==> config.mk <==
export PLATFORM = sky130hd
export DESIGN_NAME = instr_imm_encoder
export DESIGN_NICKNAME = d
export VERILOG_FILES = /design/src/rtl/instr_imm_encoder.sv
export SDC_FILE = /design/constraint.sdc
export NUM_CORES = 1
export LEC_CHECK = 0
export ABC_AREA = 1
export BUFFER_PORTS_ARGS = -buffer_cell sky130_fd_sc_hd__buf_2
export CORE_AREA = 2 2 89 91
export CTS_BUF_LIST = sky130_fd_sc_hd__clkbuf_2 sky130_fd_sc_hd__clkbuf_4 sky130_fd_sc_hd__clkbuf_8
export CTS_CLUSTER_SIZE = 25
export DETAILED_ROUTE_END_ITERATION = 10
export DIE_AREA = 0 0 91 93
export HOLD_SLACK_MARGIN = 0.03
export PLACE_DENSITY = 0.86
export SKIP_CTS_REPAIR_TIMING = 1
export SYNTH_ARGS = -nofsm -noshare
export SYNTH_HDL_FRONTEND = slang
export SYNTH_SLANG_ARGS = --single-unit
==> constraint.sdc <==
create_clock -name clk_i -period 4.94 [get_ports clk_i]
set_input_delay 0.988 -clock clk_i [delete_from_list [all_inputs] [get_ports clk_i]]
set_output_delay 0.988 -clock clk_i [all_outputs]
set_load 0.02 [all_outputs]
==> src/rtl/instr_imm_encoder.sv <==
// Packs a sign-extended immediate into RISC-V I/S/B/U/J instruction fields.
// It also expands the LI pseudo-op into ADDI, or LUI followed by an optional ADDI, behind a one-entry output register.
module instr_imm_encoder (
  input  logic        clk_i,
  input  logic        rst_i,
  input  logic        req_valid_i,
  output logic        req_ready_o,
  input  logic [2:0]  req_fmt_i,
  input  logic [31:0] req_base_i,
  input  logic [31:0] req_imm_i,
  output logic        out_valid_o,
  input  logic        out_ready_i,
  output logic [31:0] out_instr_o,
  output logic        out_err_o
);

  localparam logic [6:0] OP_IMM = 7'b0010011;
  localparam logic [6:0] OP_LUI = 7'b0110111;

  typedef enum logic {IDLE, LI_LO} state_t;

  state_t      state, state_next;
  logic [31:0] pending;
  logic        accept;
  logic [31:0] enc_instr, enc_pending;
  logic        enc_err, enc_two;
  logic        fits_12, fits_13, fits_21;
  logic [31:0] li_sum;
  logic [4:0]  rd;

  assign req_ready_o = (state == IDLE) && (!out_valid_o || out_ready_i);
  assign accept      = req_valid_i && req_ready_o;

  // Signed range tests: every bit above the top field bit must equal it.
  assign fits_12 = (req_imm_i[31:11] == {21{req_imm_i[11]}});
  assign fits_13 = (req_imm_i[31:12] == {20{req_imm_i[12]}});
  assign fits_21 = (req_imm_i[31:20] == {12{req_imm_i[20]}});
  assign li_sum  = req_imm_i + 32'h0000_0800;
  assign rd      = req_base_i[11:7];

  always_comb begin
    enc_instr   = req_base_i;
    enc_err     = 1'b0;
    enc_two     = 1'b0;
    enc_pending = 32'd0;
    case (req_fmt_i)
      3'd0: begin
        if (fits_12) enc_instr = {req_imm_i[11:0], req_base_i[19:0]};
        else begin
          enc_instr = {12'd0, req_base_i[19:0]};
          enc_err   = 1'b1;
        end
      end
      3'd1: begin
        if (fits_12)
          enc_instr = {req_imm_i[11:5], req_base_i[24:12], req_imm_i[4:0], req_base_i[6:0]};
        else begin
          enc_instr = {7'd0, req_base_i[24:12], 5'd0, req_base_i[6:0]};
          enc_err   = 1'b1;
        end
      end
      3'd2: begin
        if (fits_13 && !req_imm_i[0])
          enc_instr = {req_imm_i[12], req_imm_i[10:5], req_base_i[24:12],
                       req_imm_i[4:1], req_imm_i[11], req_base_i[6:0]};
        else begin
          enc_instr = {7'd0, req_base_i[24:12], 5'd0, req_base_i[6:0]};
          enc_err   = 1'b1;
        end
      end
      3'd3: begin
        if (req_imm_i[11:0] == 12'd0) enc_instr = {req_imm_i[31:12], req_base_i[11:0]};
        else begin
          enc_instr = {20'd0, req_base_i[11:0]};
          enc_err   = 1'b1;
        end
      end
      3'd4: begin
        if (fits_21 && !req_imm_i[0])
          enc_instr = {req_imm_i[20], req_imm_i[10:1], req_imm_i[11],
                       req_imm_i[19:12], req_base_i[11:0]};
        else begin
          enc_instr = {20'd0, req_base_i[11:0]};
          enc_err   = 1'b1;
        end
      end
      3'd5: begin
        if (fits_12) enc_instr = {req_imm_i[11:0], 5'd0, 3'b000, rd, OP_IMM};
        else begin
          // Rounding by 0x800 compensates for the sign of the trailing ADDI.
          enc_instr   = {li_sum[31:12], rd, OP_LUI};
          enc_two     = (req_imm_i[11:0] != 12'd0);
          enc_pending = {req_imm_i[11:0], rd, 3'b000, rd, OP_IMM};
        end
      end
      default: enc_err = 1'b1;
    endcase
  end

  always_ff @(posedge clk_i or posedge rst_i) begin
    if (rst_i) state <= IDLE;
    else       state <= state_next;
  end

  always_comb begin
    state_next = state;
    case (state)
      IDLE:    if (accept && enc_two) state_next = LI_LO;
      LI_LO:   if (out_ready_i) state_next = IDLE;
      default: state_next = IDLE;
    endcase
  end

  always_ff @(posedge clk_i or posedge rst_i) begin
    if (rst_i) begin
      out_valid_o <= 1'b0;
      out_instr_o <= 32'd0;
      out_err_o   <= 1'b0;
      pending     <= 32'd0;
    end else if (state == LI_LO) begin
      // out_valid_o is always high here; swap in the ADDI once the LUI leaves.
      if (out_ready_i) begin
        out_instr_o <= pending;
        out_err_o   <= 1'b0;
      end
    end else if (accept) begin
      out_valid_o <= 1'b1;
      out_instr_o <= enc_instr;
      out_err_o   <= enc_err;
      if (enc_two) pending <= enc_pending;
    end else if (out_ready_i) begin
      out_valid_o <= 1'b0;
    end
  end

endmodule

==> flow_summary.json, run 1 <==
{
  "first_iter_violations": 325,
  "worstMarginPinSlew_ps": 1111,
  "reg2reg_to": "out_instr_o[10]",
  "dominantRegCellSynth": "dfrtp_1",
  "cellPowerDensity_mw_per_mm2": 263.2,
  "synth_top_area_cell": "dfrtp_1",
  "cts_buffer_depth": 2,
  "worstPathArrival_ps": 3110,
  "antenna_found_initial": 0,
  "routedWlPerCell_um": 15.60,
  "finalMaxSlewViolations": 0,
  "endpoint_kind": "flip-flop",
  "utilization_pct": 66.27,
  "dp.cells": 857,
  "die_y_um": 93,
  "synth_cell_types": 35,
  "synth_top_family_by_area": "simple AND/OR/NAND/NOR gates",
  "setup_ws_ps": 2072,
  "grtUsageTotal_pct": 33.01,
  "fin_setup_tns_ps": 0,
  "critPathKind": "input port to flip-flop",
  "first_pass_iters": 5,
  "cts_tree": "done",
  "start_util_pct": 58.34,
  "syn2layout_area_growth_pct": 13.59,
  "synth_top_area_share_pct": 30.20,
  "ant_nets": 0,
  "ys_seq_elements": 53,
  "fmax_ghz": 0.3487,
  "hold_viol": 0,
  "min_path_cells": 2,
  "root_buffer": "clkbuf_8",
  "synth_edf_count": 0,
  "post-place-ws_ps": 1766,
  "peakVddDrop_mv": 0.1815,
  "path_max_fanout": 27,
  "swShare_pct": 39.65,
  "leakage_nw": 2.755,
  "h-tree-depth": 2,
  "wirelength_um": 13500,
  "switching_power_mw": 0.5207,
  "drc": 0,
  "yosysMostFrequentCell": "nand2_1",
  "pwr-share-seq_pct": 44.3,
  "synth_fa_ha_area_share_pct": 0.8547,
  "synthTopCellsByCount": "nand2_1, inv_1, nor2_1, dfrtp_1, nand3_1",
  "timing.final.crit_share_pct": 58.06,
  "diodes": 0,
  "grt.overflow.total": 0,
  "vias": 4749,
  "status": "finished clean",
  "clk_pin_slew_ps": 110,
  "pwr-share-clk_pct": 20.3,
  "rsz0062_at_grt": "false",
  "reg2reg_slack_ps": 2370,
  "wl_met2_um": 6250,
  "synth-compound-area-share_pct": 11.60,
  "r2r_cells": 6,
  "reg2reg_from": "state",
  "synth_mux_area_share_pct": 0,
  "async_flop_share_pct": 100.0,
  "power_mw": 1.313,
  "ioPinCount": 106,
  "dr_wl_met3_um": 974,
  "ys_top_cells_by_area": "dfrtp_1, nand2_1, inv_1, nor2_1, nand4_1",
  "fin_cells": 865,
  "syn_nets": 746,
  "worst_setup_path_start_kind": "input port",
  "clk_latency_ps": 310,
  "p_comb_share_pct": 35.4,
  "crit_required_ps": 5180,
  "maxCapViolations": 0,
  "grt_max_degree": 54,
  "wl_met1_um": 5889,
  "coreArea_mm2": 0.007527,
  "drt-vias-per-instance": 5.490,
  "synthXorXnorAreaFrac_pct": 3.191,
  "place.gp.congestion": 1.056,
  "numCtsBuffers": 5,
  "first_global_vias": 4602,
  "hpwl_um": 10450,
  "io_buffers": 105,
  "clock-sinks": 53,
  "setup_viol": 0,
  "synth_seq_area_share_pct": 30.20,
  "fin_crit_ps": 2868,
  "die_x_um": 91,
  "synth_area_per_cell_um2": 6.535,
  "min_path_type": "flip-flop to flip-flop",
  "min_to": "out_instr_o[14]",
  "rows": 32,
  "drive_gt1_share_pct": 23.46,
  "skew_ps": 8.192,
  "grt_pass1_wl_um": 22490,
  "p_int_mw": 0.7924,
  "die_area_mm2": 0.008463,
  "netlist_instances": 672,
  "max_slew_margin_pct": 25.82,
  "min_from": "out_instr_o[14]",
  "top_layer_used": "met4",
  "nets": 836,
  "ys_warn_count": 0,
  "yosys.area_share.simple_pct": 42.45,
  "synth_area_mm2": 0.004392
}
-- routing by layer --
layer,global-route usage [%],vias to the layer above
li1,-,2315
met1,44.13,2166
met2,55.99,237
met3,3.304,31
met4,11.87,0
met5,0,-
-- critical path, cell delays in order --
cell and delay [ps]:
buf_2 120, inv_1 80, a21oi_1 80, nand2_1 470, nand2_1 460, inv_2 570
a21oi_1 140, a21oi_1 190
-- registers in the layout, summed over array words and instances (netlist names) --
register / cells
pending: 18
out_instr_o: 32
state: 1
out_err_o: 1
out_valid_o: 1
-- power groups by stage --
stage               combinational, mW  clock (mW)  sequential [mW]
detailed placement              0.464           0            0.589
global route                    0.516       0.284            0.593
global placement                0.450           0            0.585
finish                          0.465       0.266            0.581
floorplan                       0.239           0            0.652
CTS                             0.465       0.270            0.580
-- worst max path at each step --
stage / from / end
2_1_floorplan: out_ready_i / req_ready_o
3_3_place_gp: out_ready_i / out_instr_o[18]
3_5_place_dp: out_ready_i / pending[28]
4_1_cts: out_ready_i / pending[28]
5_1_grt: req_imm_i[11] / pending[29]
6_report: out_ready_i / out_instr_o[10]
-- cell families (layout without fill, tap and decap cells) --
kind of cell,Yosys count,after routing
AO/OA/AOI/OAI,77,77
XOR/XNOR,16,16
adder cells (fa/ha/maj),3,3
buffers and inverters,117,208
flip-flops,53,53
AND/OR/NAND/NOR,406,406
-- per-stage QoR --
step	hold slack, ps	area, µm²
finish	481.8	4989
global route	516.0	4989
CTS	484.7	4989
detailed placement	457.8	4893
global placement	452.7	4893
floorplan	433.9	4392
-- layout by cell type, fill, tap and decap left out --
master,synthesis,layout
a21oi_1,18,18
a22o_1,10,10
a22oi_1,1,1
a32o_1,2,2
buf_2,8,105
buf_4,2,1
clkbuf_8,0,5
clkinvlp_4,0,2
dfrtp_1,53,53
ha_1,3,3
inv_1,86,85
inv_2,7,8
inv_4,1,1
inv_8,0,1
nand2_1,215,215
nand2_2,17,17
nand2_4,1,1
nand3_1,38,38
nand3_2,3,3
nand3_4,3,3
nand3b_1,4,4
nand4_1,32,32
nand4_2,1,1
nor2_1,74,74
nor2_2,5,5
nor2_4,5,5
nor3_1,6,6
nor3_2,1,1
nor3b_4,1,1
o211ai_1,1,1
o21ai_0,22,22
o21ai_1,4,4
o21ai_2,19,19
xnor2_1,1,1
xor2_1,15,15
-- area by class of cell --
type / instances / area, µm²
sequential: 53 / 1326
fill: 727 / 2539
clock buffer: 5 / 68.82
multi-input combinational: 502 / 2551
tap: 102 / 127.6
timing repair buffer: 106 / 533.0
clock inverter: 3 / 26.28
inverter: 94 / 355.3
(Power assumes the default switching activity.)
==> run 2: changes to the inputs <==
--- a/config.mk
+++ b/config.mk
@@ -7,13 +7,13 @@
 export LEC_CHECK = 0
 export ABC_AREA = 1
 export BUFFER_PORTS_ARGS = -buffer_cell sky130_fd_sc_hd__buf_2
-export CORE_AREA = 2 2 89 91
+export CORE_AREA = 2 2 96 98
 export CTS_BUF_LIST = sky130_fd_sc_hd__clkbuf_2 sky130_fd_sc_hd__clkbuf_4 sky130_fd_sc_hd__clkbuf_8
 export CTS_CLUSTER_SIZE = 25
 export DETAILED_ROUTE_END_ITERATION = 10
-export DIE_AREA = 0 0 91 93
+export DIE_AREA = 0 0 98 100
 export HOLD_SLACK_MARGIN = 0.03
-export PLACE_DENSITY = 0.86
+export PLACE_DENSITY = 0.79
 export SKIP_CTS_REPAIR_TIMING = 1
 export SYNTH_ARGS = -nofsm -noshare
 export SYNTH_HDL_FRONTEND = slang
==> constraint.sdc (replaced) <==
create_clock -name clk_i -period 2.4 [get_ports clk_i]
set_input_delay 0.48 -clock clk_i [delete_from_list [all_inputs] [get_ports clk_i]]
set_output_delay 0.48 -clock clk_i [all_outputs]
set_load 0.02 [all_outputs]
==> flow_summary.json, run 2 (same netlist as run 1, synthesis figures left out) <==
{
  "hold_viol": 0,
  "endpoint_kind": "flip-flop",
  "routedWlPerCell_um": 15.72,
  "drive_gt1_share_pct": 24.94,
  "drc": 0,
  "h-tree-depth": 2,
  "clk_pin_slew_ps": 100,
  "utilization_pct": 57.87,
  "cts_buffer_depth": 2,
  "max_slew_margin_pct": 57.90,
  "timing.final.crit_share_pct": 79.80,
  "grt.overflow.total": 0,
  "leakage_nw": 2.851,
  "start_util_pct": 49.40,
  "place.gp.congestion": 0.9551,
  "worstMarginPinSlew_ps": 626.7,
  "cellPowerDensity_mw_per_mm2": 529.3,
  "die_area_mm2": 0.009800,
  "dp.cells": 881,
  "hpwl_um": 11160,
  "io_buffers": 105,
  "r2r_cells": 6,
  "first_pass_iters": 5,
  "coreArea_mm2": 0.008890,
  "clock-sinks": 53,
  "clk_latency_ps": 320,
  "maxCapViolations": 0,
  "rows": 35,
  "final_cell_mix": "nand2_1, buf_2, inv_1, nor2_1, dfrtp_1",
  "worstPathArrival_ps": 2110,
  "nets": 851,
  "fin_cells": 889,
  "crit_required_ps": 2600,
  "drt-vias-per-instance": 5.254,
  "wirelength_um": 13980,
  "power_mw": 2.723,
  "syn2layout_area_growth_pct": 17.15,
  "die_x_um": 98,
  "status": "finished clean",
  "largest_register_ffs": 32,
  "rsz0062_at_grt": "false",
  "fmax_ghz": 0.5222,
  "setup_viol": 0,
  "reg2reg_to": "out_instr_o[18]",
  "cts_tree": "done",
  "finalMaxSlewViolations": 0,
  "first_global_vias": 4526,
  "grtUsageTotal_pct": 29.05,
  "numCtsBuffers": 5,
  "diodes": 0,
  "largestRegisters": "out_instr_o: 32 flops, pending: 18 flops",
  "reg2reg_slack_ps": 690,
  "fin_crit_ps": 1915,
  "vias": 4671,
  "antenna_found_initial": 0,
  "reg2reg_from": "state",
  "path_max_fanout": 17,
  "critPathKind": "input port to flip-flop",
  "fin_setup_tns_ps": 0,
  "first_iter_violations": 292,
  "hold_slack_ps": 201.2,
  "worst_setup_path_start_kind": "input port",
  "n_fill_cell": 913,
  "grt_max_degree": 54,
  "peakVddDrop_mv": 0.2559,
  "grt_pass1_wl_um": 22780,
  "root_buffer": "clkbuf_8",
  "min_path_type": "input port to asynchronous set/reset pin",
  "final_common_cell": "nand2_1",
  "die_y_um": 100,
  "regMostFlops": "out_instr_o",
  "ant_nets": 0,
  "ioPinCount": 106,
  "skew_ps": 9.163
}
==> run 2: cell types whose count changed in the layout (fill, tap and decap cells not counted), sizes merged <==
| cell | previous run | this run |
|---|---|---|
| clkbuf | 5 | 6 |
| clkinv | 0 | 1 |
| clkinvlp | 2 | 0 |
| buf | 106 | 121 |
==> run 2: per-stage QoR <==
| stage | area (µm²) | setup WS (ps) |
|---|---|---|
| 6_report | 5145 | 484.9 |
| 4_1_cts | 5145 | 481.0 |
| 3_5_place_dp | 5055 | 145.8 |
| 5_1_grt | 5145 | 201.6 |
| 2_1_floorplan | 4392 | 535.3 |
| 3_3_place_gp | 5055 | 188.5 |
==> run 2: layout make-up <==
cell class	instances	area, µm²	area share (%)
multi-input cells	502	2551	49.59
clock inverters	2	13.76	0.2675
repair buffers	121	683.2	13.28
well taps	111	138.9	2.699
flip-flops and latches	53	1326	25.78
inverters	94	355.3	6.907
clock buffers	6	76.32	1.483
==> run 2: worst max path at each step <==
stage,endpoint,from,depth (start not counted),slack [ps]
6_report,state,req_imm_i[11],11,480
5_1_grt,out_instr_o[27],req_imm_i[11],14,200
3_3_place_gp,state,req_imm_i[11],11,190
4_1_cts,out_instr_o[27],req_imm_i[11],14,480
3_5_place_dp,out_instr_o[27],req_imm_i[11],14,150
2_1_floorplan,out_instr_o[25],out_ready_i,9,540
==> run 2: power breakdown <==
| group | switching (mW) | total (mW) | leakage, nW | internal [mW] |
|---|---|---|---|---|
| clock | 0.329 | 0.550 | 0.0490 | 0.221 |
| sequential | 0.110 | 1.19 | 0.655 | 1.08 |
| combinational | 0.625 | 0.981 | 2.15 | 0.356 |
| total | 1.06 | 2.72 | 2.85 | 1.66 |
==> run 2: critical path: stages <==
cell     delay, ps
buf_2          260
ha_1           300
inv_1           70
nand2_2         90
nor2_4         160
nand3_4        110
nand2_4        150
inv_4           70
nand3_4        140
buf_12         200
o21ai_2         60
==> run 2: layer usage <==
| layer | GRT usage (%) | share of wire, % |
|---|---|---|
| met2 | 49.84 | 48 |
| met1 | 39.74 | 46 |
| met4 | 7.479 | 1.7 |
| met3 | 2.577 | 4.3 |
| met5 | 0 | 0 |
==> run 3: changes to the inputs <==
--- a/config.mk
+++ b/config.mk
@@ -5,15 +5,15 @@
 export SDC_FILE = /design/constraint.sdc
 export NUM_CORES = 1
 export LEC_CHECK = 0
-export ABC_AREA = 1
+export ABC_AREA = 0
 export BUFFER_PORTS_ARGS = -buffer_cell sky130_fd_sc_hd__buf_2
-export CORE_AREA = 2 2 96 98
+export CORE_AREA = 2 2 87 89
 export CTS_BUF_LIST = sky130_fd_sc_hd__clkbuf_2 sky130_fd_sc_hd__clkbuf_4 sky130_fd_sc_hd__clkbuf_8
 export CTS_CLUSTER_SIZE = 25
 export DETAILED_ROUTE_END_ITERATION = 10
-export DIE_AREA = 0 0 98 100
+export DIE_AREA = 0 0 89 91
 export HOLD_SLACK_MARGIN = 0.03
-export PLACE_DENSITY = 0.79
+export PLACE_DENSITY = 0.81
 export SKIP_CTS_REPAIR_TIMING = 1
 export SYNTH_ARGS = -nofsm -noshare
 export SYNTH_HDL_FRONTEND = slang
==> constraint.sdc (replaced) <==
create_clock -name clk_i -period 1.9 [get_ports clk_i]
set_input_delay 0.38 -clock clk_i [delete_from_list [all_inputs] [get_ports clk_i]]
set_output_delay 0.38 -clock clk_i [all_outputs]
set_load 0.02 [all_outputs]
==> flow_summary.json, run 3 <==
{
  "reg2reg_to": "out_instr_o[24]",
  "nets": 720,
  "grtUsageTotal_pct": 33.64,
  "start_util_pct": 53.35,
  "worst_setup_path_start_kind": "input port",
  "dp.cells": 725,
  "synthXorXnorAreaFrac_pct": 2.300,
  "synth_area_per_cell_um2": 8.442,
  "cellPowerDensity_mw_per_mm2": 606.6,
  "synth_edf_count": 0,
  "vias": 4674,
  "critical_path.cell_chain": "buf_8 > or4_4 > nor4_4 > o2111ai_4 > buf_4 > clkbuf_16 > buf_4 > o32ai_2 > nand2_1 > a21oi_1",
  "synth_top_area_share_pct": 34.83,
  "hold_viol": 0,
  "fin_cells": 746,
  "synth_fa_ha_area_share_pct": 0.9859,
  "syn2layout_area_growth_pct": 48.73,
  "first_pass_iters": 6,
  "drive_gt1_share_pct": 45.29,
  "failed_checks": "negative setup slack",
  "rows": 31,
  "largestRegisters": "out_instr_o: 32 flops, pending: 18 flops",
  "switching_power_mw": 1.231,
  "grt_max_degree": 36,
  "clock-sinks": 53,
  "r2r_cells": 8,
  "synth_top_family_by_area": "simple AND/OR/NAND/NOR gates",
  "synth_area_mm2": 0.003807,
  "die_area_mm2": 0.008099,
  "dominantRegCellSynth": "dfrtp_1",
  "ys_warn_count": 0,
  "coreArea_mm2": 0.007137,
  "fin_crit_ps": 2201,
  "ys_top_cells_by_area": "dfrtp_1, a21oi_1, nand2_1, o21ai_0, mux2_4",
  "swShare_pct": 35.83,
  "maxCapViolations": 0,
  "grt_pass1_wl_um": 21490,
  "fin_setup_tns_ps": -9603,
  "leakage_nw": 2.569,
  "ant_nets": 0,
  "crit_slowest_cell": "or4_4",
  "yosys.area_share.simple_pct": 25.96,
  "reg2reg_slack_ps": 110,
  "regMostFlops": "out_instr_o",
  "drt-vias-per-instance": 6.265,
  "grt.overflow.total": 0,
  "critPathKind": "input port to flip-flop",
  "first_global_vias": 4311,
  "ys_seq_elements": 53,
  "skew_ps": 10.92,
  "fmax_ghz": 0.4543,
  "peakVddDrop_mv": 0.3365,
  "synth-compound-area-share_pct": 25.04,
  "routedWlPerCell_um": 19.15,
  "finalMaxSlewViolations": 0,
  "synth_seq_area_share_pct": 34.83,
  "crit_required_ps": 2140,
  "largest_register_ffs": 32,
  "cp-startpoint": "req_imm_i[22]",
  "place.gp.congestion": 0.9742,
  "critPathMaxStageDelay_ps": 570,
  "yosysMostFrequentCell": "dfrtp_1",
  "timing.final.crit_share_pct": 115.9,
  "pwr-share-seq_pct": 43.7,
  "clk_pin_slew_ps": 100,
  "syn_nets": 525,
  "drc": 0,
  "final_cell_mix": "buf_2, buf_4, dfrtp_1, nand2_1, a21oi_1",
  "pwr-share-clk_pct": 19.3,
  "synth_mux_area_share_pct": 6.638,
  "rsz0062_at_grt": "true",
  "setup_ws_ps": -301.4,
  "hpwl_um": 10830,
  "numCtsBuffers": 5,
  "worstMarginPinSlew_ps": 708.8,
  "cts_tree": "done",
  "min_path_type": "input port to asynchronous set/reset pin",
  "critical-path-top-delay-family": "simple AND/OR/NAND/NOR gates",
  "crit_top_cell": "buf_4",
  "reg2reg_from": "state",
  "cts_buffer_depth": 2,
  "synth_cell_types": 65,
  "antenna_found_initial": 0,
  "setup_viol": 47,
  "path_buf_inv": 4,
  "clk_latency_ps": 310,
  "first_iter_violations": 448,
  "post-place-ws_ps": -700.6,
  "p_int_mw": 2.204,
  "p_comb_share_pct": 37.0,
  "synthTopCellsByCount": "dfrtp_1, nand2_1, a21oi_1, o21ai_0, clkbuf_1",
  "synth_top_area_cell": "dfrtp_1",
  "async_flop_share_pct": 100.0,
  "io_buffers": 105,
  "endpoint_kind": "flip-flop",
  "wirelength_um": 14290,
  "h-tree-depth": 2,
  "max_slew_margin_pct": 52.31,
  "netlist_instances": 451,
  "ioPinCount": 106,
  "die_x_um": 89,
  "status": "finished, violations left",
  "root_buffer": "clkbuf_8",
  "die_y_um": 91,
  "worstPathArrival_ps": 2440,
  "diodes": 0,
  "path_max_fanout": 5
}
[run 3: cell types whose count changed after synthesis, sizes merged, moves of 15 or more]
cell	delta
nor2	-65
nand3	-24
a21oi	+23
inv	-83
mux2	+18
o22ai	+15
nand2	-188
nand4	-23
clkbuf	+15
[run 3: power groups by stage]
| stage | sequential, mW | clock (mW) | combinational, mW |
|---|---|---|---|
| global route | 1.52 | 0.715 | 1.36 |
| detailed placement | 1.52 | 0 | 1.21 |
| floorplan | 1.64 | 0 | 0.548 |
| finish | 1.50 | 0.662 | 1.27 |
| CTS | 1.50 | 0.662 | 1.21 |
| global placement | 1.51 | 0 | 1.17 |
[run 3: logic make-up (layout without fill, tap and decap cells)]
logic type	Yosys count	after routing
AND/OR/NAND/NOR	178	178
AO/OA/AOI/OAI	147	147
flip-flops	53	53
buffers and inverters	40	236
multiplexers	20	20
XOR/XNOR	10	10
adder cells (fa/ha/maj)	3	3
[run 3: final cells by class]
cell class	count	area, µm²
clock buffer	6	76.32
clock inverter	2	15.01
fill	542	1474
inverter	11	41.29
multi-input combinational	358	2582
sequential	53	1326
tap	99	123.9
timing repair buffer	217	1498
[run 3: layer usage]
| metal | GRT usage (%) | routed length (µm) | vias up |
|---|---|---|---|
| li1 | - | - | 2121 |
| met1 | 45.66 | 5696 | 2221 |
| met2 | 55.53 | 6929 | 286 |
| met3 | 4.000 | 1218 | 46 |
| met4 | 10.32 | 441 | 0 |
| met5 | 0 | 0 | - |
[run 3: worst max-delay path by stage]
| stage | end | slack [ps] | depth (start not counted) |
|---|---|---|---|
| after floorplan | out_instr_o[25] | -290 | 8 |
| after global placement | out_instr_o[14] | -720 | 10 |
| after detailed placement | out_instr_o[14] | -700 | 10 |
| after CTS | out_instr_o[14] | -390 | 10 |
| after global routing | out_instr_o[25] | -360 | 8 |
| final | out_instr_o[7] | -300 | 10 |
[run 3: through the flow]
stage | hold slack, ps | power [mW] | area [µm²] | util [%]
after global routing | 100.6 | 3.595 | 5663 | 79.35
after CTS | 75.51 | 3.366 | 5289 | 74.11
after floorplan | 453.2 | 2.190 | 3955 | -
after detailed placement | 406.8 | 2.723 | 5197 | 72.83
final | 63.60 | 3.435 | 5663 | 79.35
after global placement | 396.2 | 2.676 | 5197 | 72.83
